<file path="src/rtl/mult_wallace_pipe.sv">
// Pipelined carry-save multiplier, unsigned or Baugh-Wooley signed.
// Define MULT_WALLACE_ACC_EN to add the acc_en port and accumulator.
module mult_wallace_pipe #(
   parameter int WIDTH  = 8,
   parameter int STAGES = 2
) (
   input  logic               clk,
   input  logic               rst,
   input  logic               in_valid,
   output logic               in_ready,
   input  logic [WIDTH-1:0]   operand_a,
   input  logic [WIDTH-1:0]   operand_b,
   input  logic               signed_mode,
`ifdef MULT_WALLACE_ACC_EN
   input  logic               acc_en,
`endif
   output logic               out_valid,
   input  logic               out_ready,
   output logic [2*WIDTH-1:0] result_final
);

   localparam int PW  = 2 * WIDTH;
   localparam int NR  = WIDTH + 1;
   localparam int NRG = (STAGES > 1) ? STAGES - 1 : 1;

   // Row r < WIDTH is a shifted partial product; row WIDTH is the
   // Baugh-Wooley correction constant (zero in unsigned mode).
   function automatic logic [PW-1:0] pp_row(
      input logic [WIDTH-1:0] a,
      input logic [WIDTH-1:0] b,
      input logic             sm,
      input int               r
   );
      logic [WIDTH-1:0] bs;
      logic [WIDTH-1:0] pp;
      logic [PW-1:0]    row;
      row = '0;
      if (r == WIDTH) begin
         if (sm)
            row = (PW'(1) << WIDTH) | (PW'(1) << (PW - 1));
      end else begin
         bs = b >> r;
         pp = a & {WIDTH{bs[0]}};
         if (sm) begin
            if (r == WIDTH - 1)
               pp = pp ^ {1'b0, {(WIDTH-1){1'b1}}};
            else
               pp = pp ^ {1'b1, {(WIDTH-1){1'b0}}};
         end
         row = PW'(pp) << r;
      end
      return row;
   endfunction

   logic             stall;
   logic [WIDTH-1:0] a_q [NRG];
   logic [WIDTH-1:0] b_q [NRG];
   logic             m_q [NRG];
   logic [PW-1:0]    s_q [NRG];
   logic [PW-1:0]    c_q [NRG];
   logic [NRG-1:0]   v_q;

   logic [WIDTH-1:0] a_x [STAGES];
   logic [WIDTH-1:0] b_x [STAGES];
   logic             m_x [STAGES];
   logic             v_x [STAGES];
   logic [PW-1:0]    s_x [STAGES];
   logic [PW-1:0]    c_x [STAGES];
   logic [PW-1:0]    s_n [STAGES];
   logic [PW-1:0]    c_n [STAGES];

   logic [PW-1:0]    sum;
   logic [PW-1:0]    car;
   logic [PW-1:0]    row;
   logic [PW-1:0]    tmp;
   logic [PW-1:0]    prod;
   logic [PW-1:0]    res_n;

`ifdef MULT_WALLACE_ACC_EN
   logic             e_q [NRG];
   logic             e_x [STAGES];
   logic [PW-1:0]    acc_q;
   logic [PW-1:0]    base;
`endif

   assign stall    = out_valid && !out_ready;
   assign in_ready = !stall;

   // Per-stage carry-save reduction of its share of rows, then final add.
   always_comb begin
      sum    = '0;
      car    = '0;
      row    = '0;
      tmp    = '0;
      a_x[0] = operand_a;
      b_x[0] = operand_b;
      m_x[0] = signed_mode;
      v_x[0] = in_valid;
      s_x[0] = '0;
      c_x[0] = '0;
`ifdef MULT_WALLACE_ACC_EN
      e_x[0] = acc_en;
`endif
      for (int s = 1; s < STAGES; s++) begin
         a_x[s] = a_q[s-1];
         b_x[s] = b_q[s-1];
         m_x[s] = m_q[s-1];
         v_x[s] = v_q[s-1];
         s_x[s] = s_q[s-1];
         c_x[s] = c_q[s-1];
`ifdef MULT_WALLACE_ACC_EN
         e_x[s] = e_q[s-1];
`endif
      end
      for (int s = 0; s < STAGES; s++) begin
         sum = s_x[s];
         car = c_x[s];
         for (int r = 0; r < NR; r++) begin
            if (r >= (s * NR) / STAGES &&
                r < ((s + 1) * NR) / STAGES) begin
               row = pp_row(a_x[s], b_x[s], m_x[s], r);
               tmp = sum ^ car ^ row;
               car = ((sum & car) | (sum & row) | (car & row)) << 1;
               sum = tmp;
            end
         end
         s_n[s] = sum;
         c_n[s] = car;
      end
      prod  = s_n[STAGES-1] + c_n[STAGES-1];
      res_n = prod;
`ifdef MULT_WALLACE_ACC_EN
      base = (out_valid && out_ready) ? result_final : acc_q;
      if (e_x[STAGES-1])
         res_n = base + prod;
`endif
   end

   // Valid bits and result advance together unless the output stalls.
   always_ff @(posedge clk) begin
      if (rst) begin
         v_q          <= '0;
         out_valid    <= 1'b0;
         result_final <= '0;
      end else if (!stall) begin
         for (int s = 0; s < NRG; s++)
            v_q[s] <= v_x[s];
         out_valid <= v_x[STAGES-1];
         if (v_x[STAGES-1])
            result_final <= res_n;
      end
   end

   // Intermediate datapath registers; no reset needed.
   always_ff @(posedge clk) begin
      if (!stall) begin
         for (int s = 0; s < NRG; s++) begin
            a_q[s] <= a_x[s];
            b_q[s] <= b_x[s];
            m_q[s] <= m_x[s];
            s_q[s] <= s_n[s];
            c_q[s] <= c_n[s];
`ifdef MULT_WALLACE_ACC_EN
            e_q[s] <= e_x[s];
`endif
         end
      end
   end

`ifdef MULT_WALLACE_ACC_EN
   // Accumulator follows each delivered result.
   always_ff @(posedge clk) begin
      if (rst)
         acc_q <= '0;
      else if (out_valid && out_ready)
         acc_q <= result_final;
   end
`endif

endmodule

</file>
<file path="config.mk">
export PLATFORM = sky130hd
export DESIGN_NAME = mult_wallace_pipe
export DESIGN_NICKNAME = d
export VERILOG_FILES = /design/src/rtl/mult_wallace_pipe.sv
export SDC_FILE = /design/constraint.sdc
export NUM_CORES = 1
export LEC_CHECK = 0
export CAP_MARGIN = 10
export CORE_MARGIN = 10
export CORE_UTILIZATION = 55
export DETAILED_ROUTE_END_ITERATION = 6
export GPL_TIMING_DRIVEN = 1
export PLACE_DENSITY = 0.88
export SYNTH_ARGS = -nofsm -noshare
export SYNTH_HDL_FRONTEND = slang
export SYNTH_SLANG_ARGS = --single-unit
</file>
<file path="constraint.sdc">
create_clock -name clk -period 5.5 [get_ports clk]
set_clock_uncertainty 0.1 [all_clocks]
set_input_delay 0.825 -clock clk [delete_from_list [all_inputs] [get_ports clk]]
set_output_delay 0.825 -clock clk [all_outputs]
set_load 0.005 [all_outputs]
</file>
# [Yosys cells after proc, flatten, opt, wreduce, memory -nomap -nowiden]
# Memory sizes are Yosys's and may differ from the RTL's.
# Cells that the tools add are included.
[word_totals] ff_bits=18 ram_bits=39 inputBits=21 out_inout_bits=18 wordCells=91 memories=5
[memory_table] memory="c_q" words=1 width=11 read_ports=1 rd_clocked_by_memory_dff=0 wr=1 line_no="60" source="logic [PW-1:0] c_q [NRG];"
[memory_table] memory="s_q" words=1 width=11 read_ports=1 rd_clocked_by_memory_dff=0 wr=1 line_no="59" source="logic [PW-1:0] s_q [NRG];"
[memory_table] memory="a_q" words=1 width=8 read_ports=1 rd_clocked_by_memory_dff=0 wr=1 line_no="56" source="logic [WIDTH-1:0] a_q [NRG];"
[memory_table] memory="b_q" words=1 width=8 read_ports=1 rd_clocked_by_memory_dff=0 wr=1 line_no="57" source="logic [WIDTH-1:0] b_q [NRG];"
[memory_table] memory="m_q" words=1 width=1 read_ports=1 rd_clocked_by_memory_dff=0 wr=1 line_no="58" source="logic m_q [NRG];"
[classes] add_sub_neg=1 mux=10 n_bitwise=68 n_reduce_logical=4
[ops] cell="bitwise OR 15 bit" n=10
[ops] cell="AND 15 bit" n=9
[ops] cell="XOR 16 bit" n=6
[ops] cell="AND 8 bit" n=8
[ops] cell="two-way mux 8 bit" n=7
[ops] cell="AND 15 x 12 -> 15 bit" n=2
[ops] cell="AND 15 x 13 -> 15 bit" n=2
[ops] cell="AND 15 x 14 -> 15 bit" n=2
[ops] cell="AND 10 x 11 -> 11 bit" n=2
[ops] cell="bitwise OR 11 bit" n=2
[ops] cell="AND 9 x 10 -> 10 bit" n=2
[ops] cell="bitwise OR 10 bit" n=2
[ops] cell="adder 16 bit" n=1
[ops] cell="two-way mux 16 bit" n=1
[ops] cell="XOR 16 x 12 -> 16 bit" n=1
[ops] cell="XOR 16 x 13 -> 16 bit" n=1
[ops] cell="XOR 16 x 14 -> 16 bit" n=1
[ops] cell="XOR 16 x 15 -> 16 bit" n=1
[ops] cell="AND 11 bit" n=1
[ops] cell="XOR 10 x 11 -> 11 bit" n=1
[ops] cell="XOR 11 bit" n=1
[ops] cell="AND 10 bit" n=1
[ops] cell="XOR 10 bit" n=1
[ops] cell="XOR 9 x 10 -> 10 bit" n=1
[ops] cell="other kinds (9)" n=17

# [Depth between registers and ports, before layout]
# Gate-level depths: netlist of run 1.
# An unclocked memory read counts as a cell.
[logic_depth] ltp_word=20 mapped_depth=17 depth_no_buf=17

# [Least setup slack after synthesis of run 1]
# OpenSTA, ideal clock, no wires.
[synth_timing] path_type="register -> register" startpoint="memory b_q[0][4]" endpoint="register result_final[15]" setup_ns=0.091 t_arrival_ns=4.371 t_required_ns=5.309 path_slack_ns=0.938 stages_incl_launch_ff=18 n_path_buf=0 period_less_slack_ns=4.562 cell_sequence="edfxtp_1 -> and2_1 -> fa_1 -> inv_1 -> fa_1 -> inv_1 -> fa_1 -> inv_1 -> fa_1 -> fa_1 -> inv_1 -> ha_1 -> inv_1 -> fa_1 -> and2b_1 -> o2111ai_1 -> a31o_1 -> a311oi_1"
[synth_via] elab_chain_cells=19 word_cells_on_any_way=38 cone_classes="1 x add/sub; 1 x mux; 35 x bitwise; 1 x memory"
[synth_lines] element="start, declared" line_no="57"
[synth_lines] element="memory (1 x 8 bit) (*)"
[synth_lines] element="AND 8 bit (*)" line_no="43" source="pp = a & {WIDTH{bs[0]}};"
[synth_lines] element="two-way mux 8 bit (*)" line_no="44" source="if (sm) begin"
[synth_lines] element="AND 15 x 12 -> 15 bit or two-way mux 8 bit (tied branches)" line_no="123, 44"
[synth_lines] element="bitwise OR 15 bit or AND 15 x 12 -> 15 bit (tied branches)" line_no="123" source="car = ((sum & car) | (sum & row) | (car & row)) << 1;"
[synth_lines] element="bitwise OR 15 bit" line_no="123"
[synth_lines] element="AND 15 bit or bitwise OR 15 bit (tied branches)" line_no="123"
[synth_lines] element="bitwise OR 15 bit, or another cell as far along" line_no="123"
[synth_lines] element="[2 not listed]"
[synth_lines] element="bitwise OR 15 bit, or another cell as far along" line_no="123"
[synth_lines] element="bitwise OR 15 bit or XOR 16 x 14 -> 16 bit (tied branches)" line_no="123, 122"
[synth_lines] element="AND 15 bit or bitwise OR 15 bit (tied branches)" line_no="123"
[synth_lines] element="bitwise OR 15 bit, or another cell as far along" line_no="123"
[synth_lines] element="bitwise OR 15 bit or XOR 16 x 15 -> 16 bit (tied branches)" line_no="123, 122"
[synth_lines] element="AND 15 bit or bitwise OR 15 bit (tied branches)" line_no="123"
[synth_lines] element="bitwise OR 15 bit or XOR 16 bit (tied branches) (2 in a row)" line_no="123, 122"
[synth_lines] element="adder 16 bit (*)" line_no="130" source="prod = s_n[STAGES-1] + c_n[STAGES-1];"
[synth_lines] element="end signal, assigned" line_no="150" source="result_final <= res_n;"
[synth_lines] element="end, declared" line_no="19" source="output logic [2*WIDTH-1:0] result_final"
# Every way passes the cells marked *; elsewhere a longest branch is shown, timed or not.
# A chain may end at the register's enable or synchronous reset.

# [Worst setup path after layout of run 1]
# Same ends and word-level chain as after synthesis.

==> run_results.csv, run 1 <==
group,metric,value,unit
run_status,outcome,"complete, no violations",
setup_path,r2r_cells,17,
clock_network,cts_tree,"done",
routing,via_per_inst,5.23,
global_routing,antenna_found_initial,0,
floorplan,core_area,0.00631,mm²
placement,port_buffers,38,
clock_network,cts_root_buffer,"clkbuf_8",
synth,synth.top_cell.area_share,26.3,%
floorplan,die_h,100,µm
setup_path,rr_startpoint,"b_q[0][4]",
floorplan,dieArea,0.0100,mm²
floorplan,pin_count,39,
global_routing,track_usage,13.5,%
setup_path,rr_endpoint,"result_final[15]",
synth,yosysWarnings,0,
routing,wire_per_inst,14.5,µm
synth,netlist_area,0.00354,mm²
sta,finalHoldViolations,0,
sta,setup_viol,0,
worst_hold_path,min-delay-start,"result_final[11]",
routing,ant_nets,0,
clock_network,ctsHoldBuffers,0,
placement,placed_area,0.00398,mm²
routing,dr.pass1.iters,4,
clock_network,h-tree-depth,2,
final_layout,drive_above_1_share,2.99,%
synth,synth_edf_count,31,
global_routing,first_global_vias,2561,
setup_path,crit_path_start_kind,"flip-flop",
worst_hold_path,hold_path_class,"reg -> reg",
worst_hold_path,hold_depth,2,
sta,max_slew_margin,53.8,%
synth,synth_top_flop_cell,"edfxtp_1",
placement,hpwl,5.21,mm
sta,timing.fmax,204,MHz
pwr,p_leak,1.80,nW
global_routing,grt_pass1_wl,11.3,mm
placement,gp_congestion,0.804,
setup_path,path_class,"reg -> reg",
setup_path,rrSetupSlack,0.60,ns
run,max_cap_violations,0,
sta,final_max_slew_viol_count,0,
floorplan,num_rows,29,
clock_network,clk_pin_slew,0.10,ns
sta,tightest_slew,0.693,ns
setup_path,cp.arrival,5.02,ns
sta,period_minus_slack,4.90,ns
clock_network,clock-sinks,49,
synth,syn_avg_cell_area,10.7,µm²
synth,ys_seq_area_share,36.5,%
synth,netlist_instances,331,
floorplan,die_x,100,µm
synth,async_reset_ff_share,0,%
clock_network,cts_resized,0,
setup_path,endpoint_kind,"flip-flop",
final_layout,final_area,0.00409,mm²
routing,drtIter0Drc,80,
final_layout,antenna_cells,0,
floorplan,start_util,56.1,%
clock_network,clockBufferDepth,2,
setup_path,critPathRequiredTime,5.62,ns
synth,synth_area_leaders,"edfxtp_1 26%, fa_1 25%, dfxtp_1 10%",
routing,dr.max_layer_used,"met4",
global_routing,grt_max_degree,38,
global_routing,grt_overflow,0,
pwr,max-vdd-ir-drop,0.000384,V
sta,whs,0.357,ns
routing,wirelength,6.45,mm
routing,wl_met3,287,µm
routing,routedLengthMet1,2.61,mm
synth,yosysUniqueCellTypes,35,
sta,rsz0062_at_grt,"false",
routing,wl_met2,3.46,mm
clock_network,clock_latency,0.31,ns
synth,synth_area_leader_cell,"edfxtp_1",
worst_hold_path,min_to,"result_final[11]",
final_layout,syn_to_final_growth,15.5,%
synth,synth_nets,415,
routing,num_vias,2327,
pwr,p_per_area,423,mW/mm²
sta,tns,0,ns
routing,drc,0,
final_layout,nets,451,
setup_path,cp_max_fo,8,
clock_network,cts_made_buffers,5,
clock_network,postCtsSetupBuffers,0,
synth,ys_ff_latch,49,
sta,final.period_utilization,89.2,%
## report_power, final
part | switching, mW | internal, mW
Sequential | 0.0350 | 0.456
Combinational | 0.505 | 0.464
Clock | 0.130 | 0.137
Total | 0.670 | 1.06
## worst max path at each step
| stage | start | slack [ns] | endpoint |
|---|---|---|---|
| 3_5_place_dp | b_q[0][4] | 0.60 | result_final[15] |
| 6_report | b_q[0][4] | 0.60 | result_final[15] |
| 4_1_cts | b_q[0][4] | 0.57 | result_final[15] |
| 3_3_place_gp | b_q[0][4] | 0.80 | result_final[15] |
| 2_1_floorplan | b_q[0][4] | 0.94 | result_final[15] |
| 5_1_grt | b_q[0][4] | 0.28 | result_final[15] |
## final cells by class
class                           instances  area (µm²)
Clock buffer                            5        68.8
Clock inverter                          3        43.8
Fill cell                             507        2230
Inverter                               59         221
Multi-Input combinational cell        214        1990
Sequential cell                        49        1290
Tap cell                               77        96.3
Timing Repair Buffer                   38         380
## cell usage in the layout (no fill, tap or decap), drive strengths merged, types with 5 or more instances in the layout
cell,count
ha,19
xnor2,15
nor2,6
nand2,48
clkbuf,5
dfxtp,18
inv,60
fa,44
edfxtp,31
and2,38
clkdlybuf4s50,38
a21oi,15
## layer usage
metal	up-vias	GRT usage [%]
li1	1108	-
met1	1160	15.9
met2	50	23.9
met3	9	2.54
met4	0	4.78
met5	-	0
## cell families (layout without fill, tap and decap cells)
logic type                 after synthesis  after routing  synth area share (%)
and+or+nand+nor                        110            110                  16.0
buffers and inverters                   68            105                  7.42
adders and majority gates               63             63                  31.6
DFF                                     49             49                  36.5
AOI/OAI and AO/OA                       25             25                  4.53
xor gates and xnor gates                16             16                  3.96
## flip-flops by register name, indices dropped and copies added, names as in the netlist
signal,cells
c_q,7
result_final,16
s_q,11
a_q,8
b_q,4
v_q,1
out_valid,1
m_q,1
## metrics by stage
step | std cells | worst slack, ns | total power, mW | utilization [%]
global route | 445 | 0.280 | 1.91 | 64.7
CTS | 445 | 0.572 | 1.74 | 64.7
global placement | 437 | 0.804 | 1.42 | 63.0
floorplan | 331 | 0.938 | 1.20 | -
finish | 445 | 0.596 | 1.73 | 64.7
detailed placement | 437 | 0.602 | 1.46 | 63.0
## synth_stat cells (2+ instances only)
library cell / number
inv_1: 59
nor2_1: 6
clkbuf_1: 4
and3_2: 2
edfxtp_1: 31
nand3_1: 4
nand2_1: 48
ha_1: 19
fa_1: 44
nand2b_1: 3
xnor2_1: 15
dfxtp_1: 18
nand4b_1: 2
a21oi_1: 15
nor4_1: 2
buf_2: 3
and2_1: 38
## critical path, stage by stage, from the launching register on
cell,delay (ns)
edfxtp_1,0.50
and2_1,0.20
fa_1,0.48
inv_1,0.05
fa_1,0.49
inv_1,0.06
fa_1,0.47
inv_1,0.05
fa_1,0.45
fa_1,0.37
inv_1,0.06
ha_1,0.16
inv_1,0.06
fa_1,0.44
and2b_1,0.23
o2111ai_1,0.13
a31o_1,0.24
a311oi_1,0.26
Power figures use the tool's default switching activity.
==> run 2, diff against run 1 <==
--- a/config.mk
+++ b/config.mk
@@ -11,6 +11,7 @@
 export DETAILED_ROUTE_END_ITERATION = 6
 export GPL_TIMING_DRIVEN = 1
 export PLACE_DENSITY = 0.88
+export SLEW_MARGIN = 20
 export SYNTH_ARGS = -nofsm -noshare
 export SYNTH_HDL_FRONTEND = slang
 export SYNTH_SLANG_ARGS = --single-unit
==> results of run 2 <==
Final layout, timing and power as in run 1 (identical DEF).
==> run 3, diff against run 2 <==
--- a/config.mk
+++ b/config.mk
@@ -11,7 +11,6 @@
 export DETAILED_ROUTE_END_ITERATION = 6
 export GPL_TIMING_DRIVEN = 1
 export PLACE_DENSITY = 0.88
-export SLEW_MARGIN = 20
 export SYNTH_ARGS = -nofsm -noshare
 export SYNTH_HDL_FRONTEND = slang
 export SYNTH_SLANG_ARGS = --single-unit
==> results of run 3 <==
Final layout, timing and power as in run 1 (identical DEF).
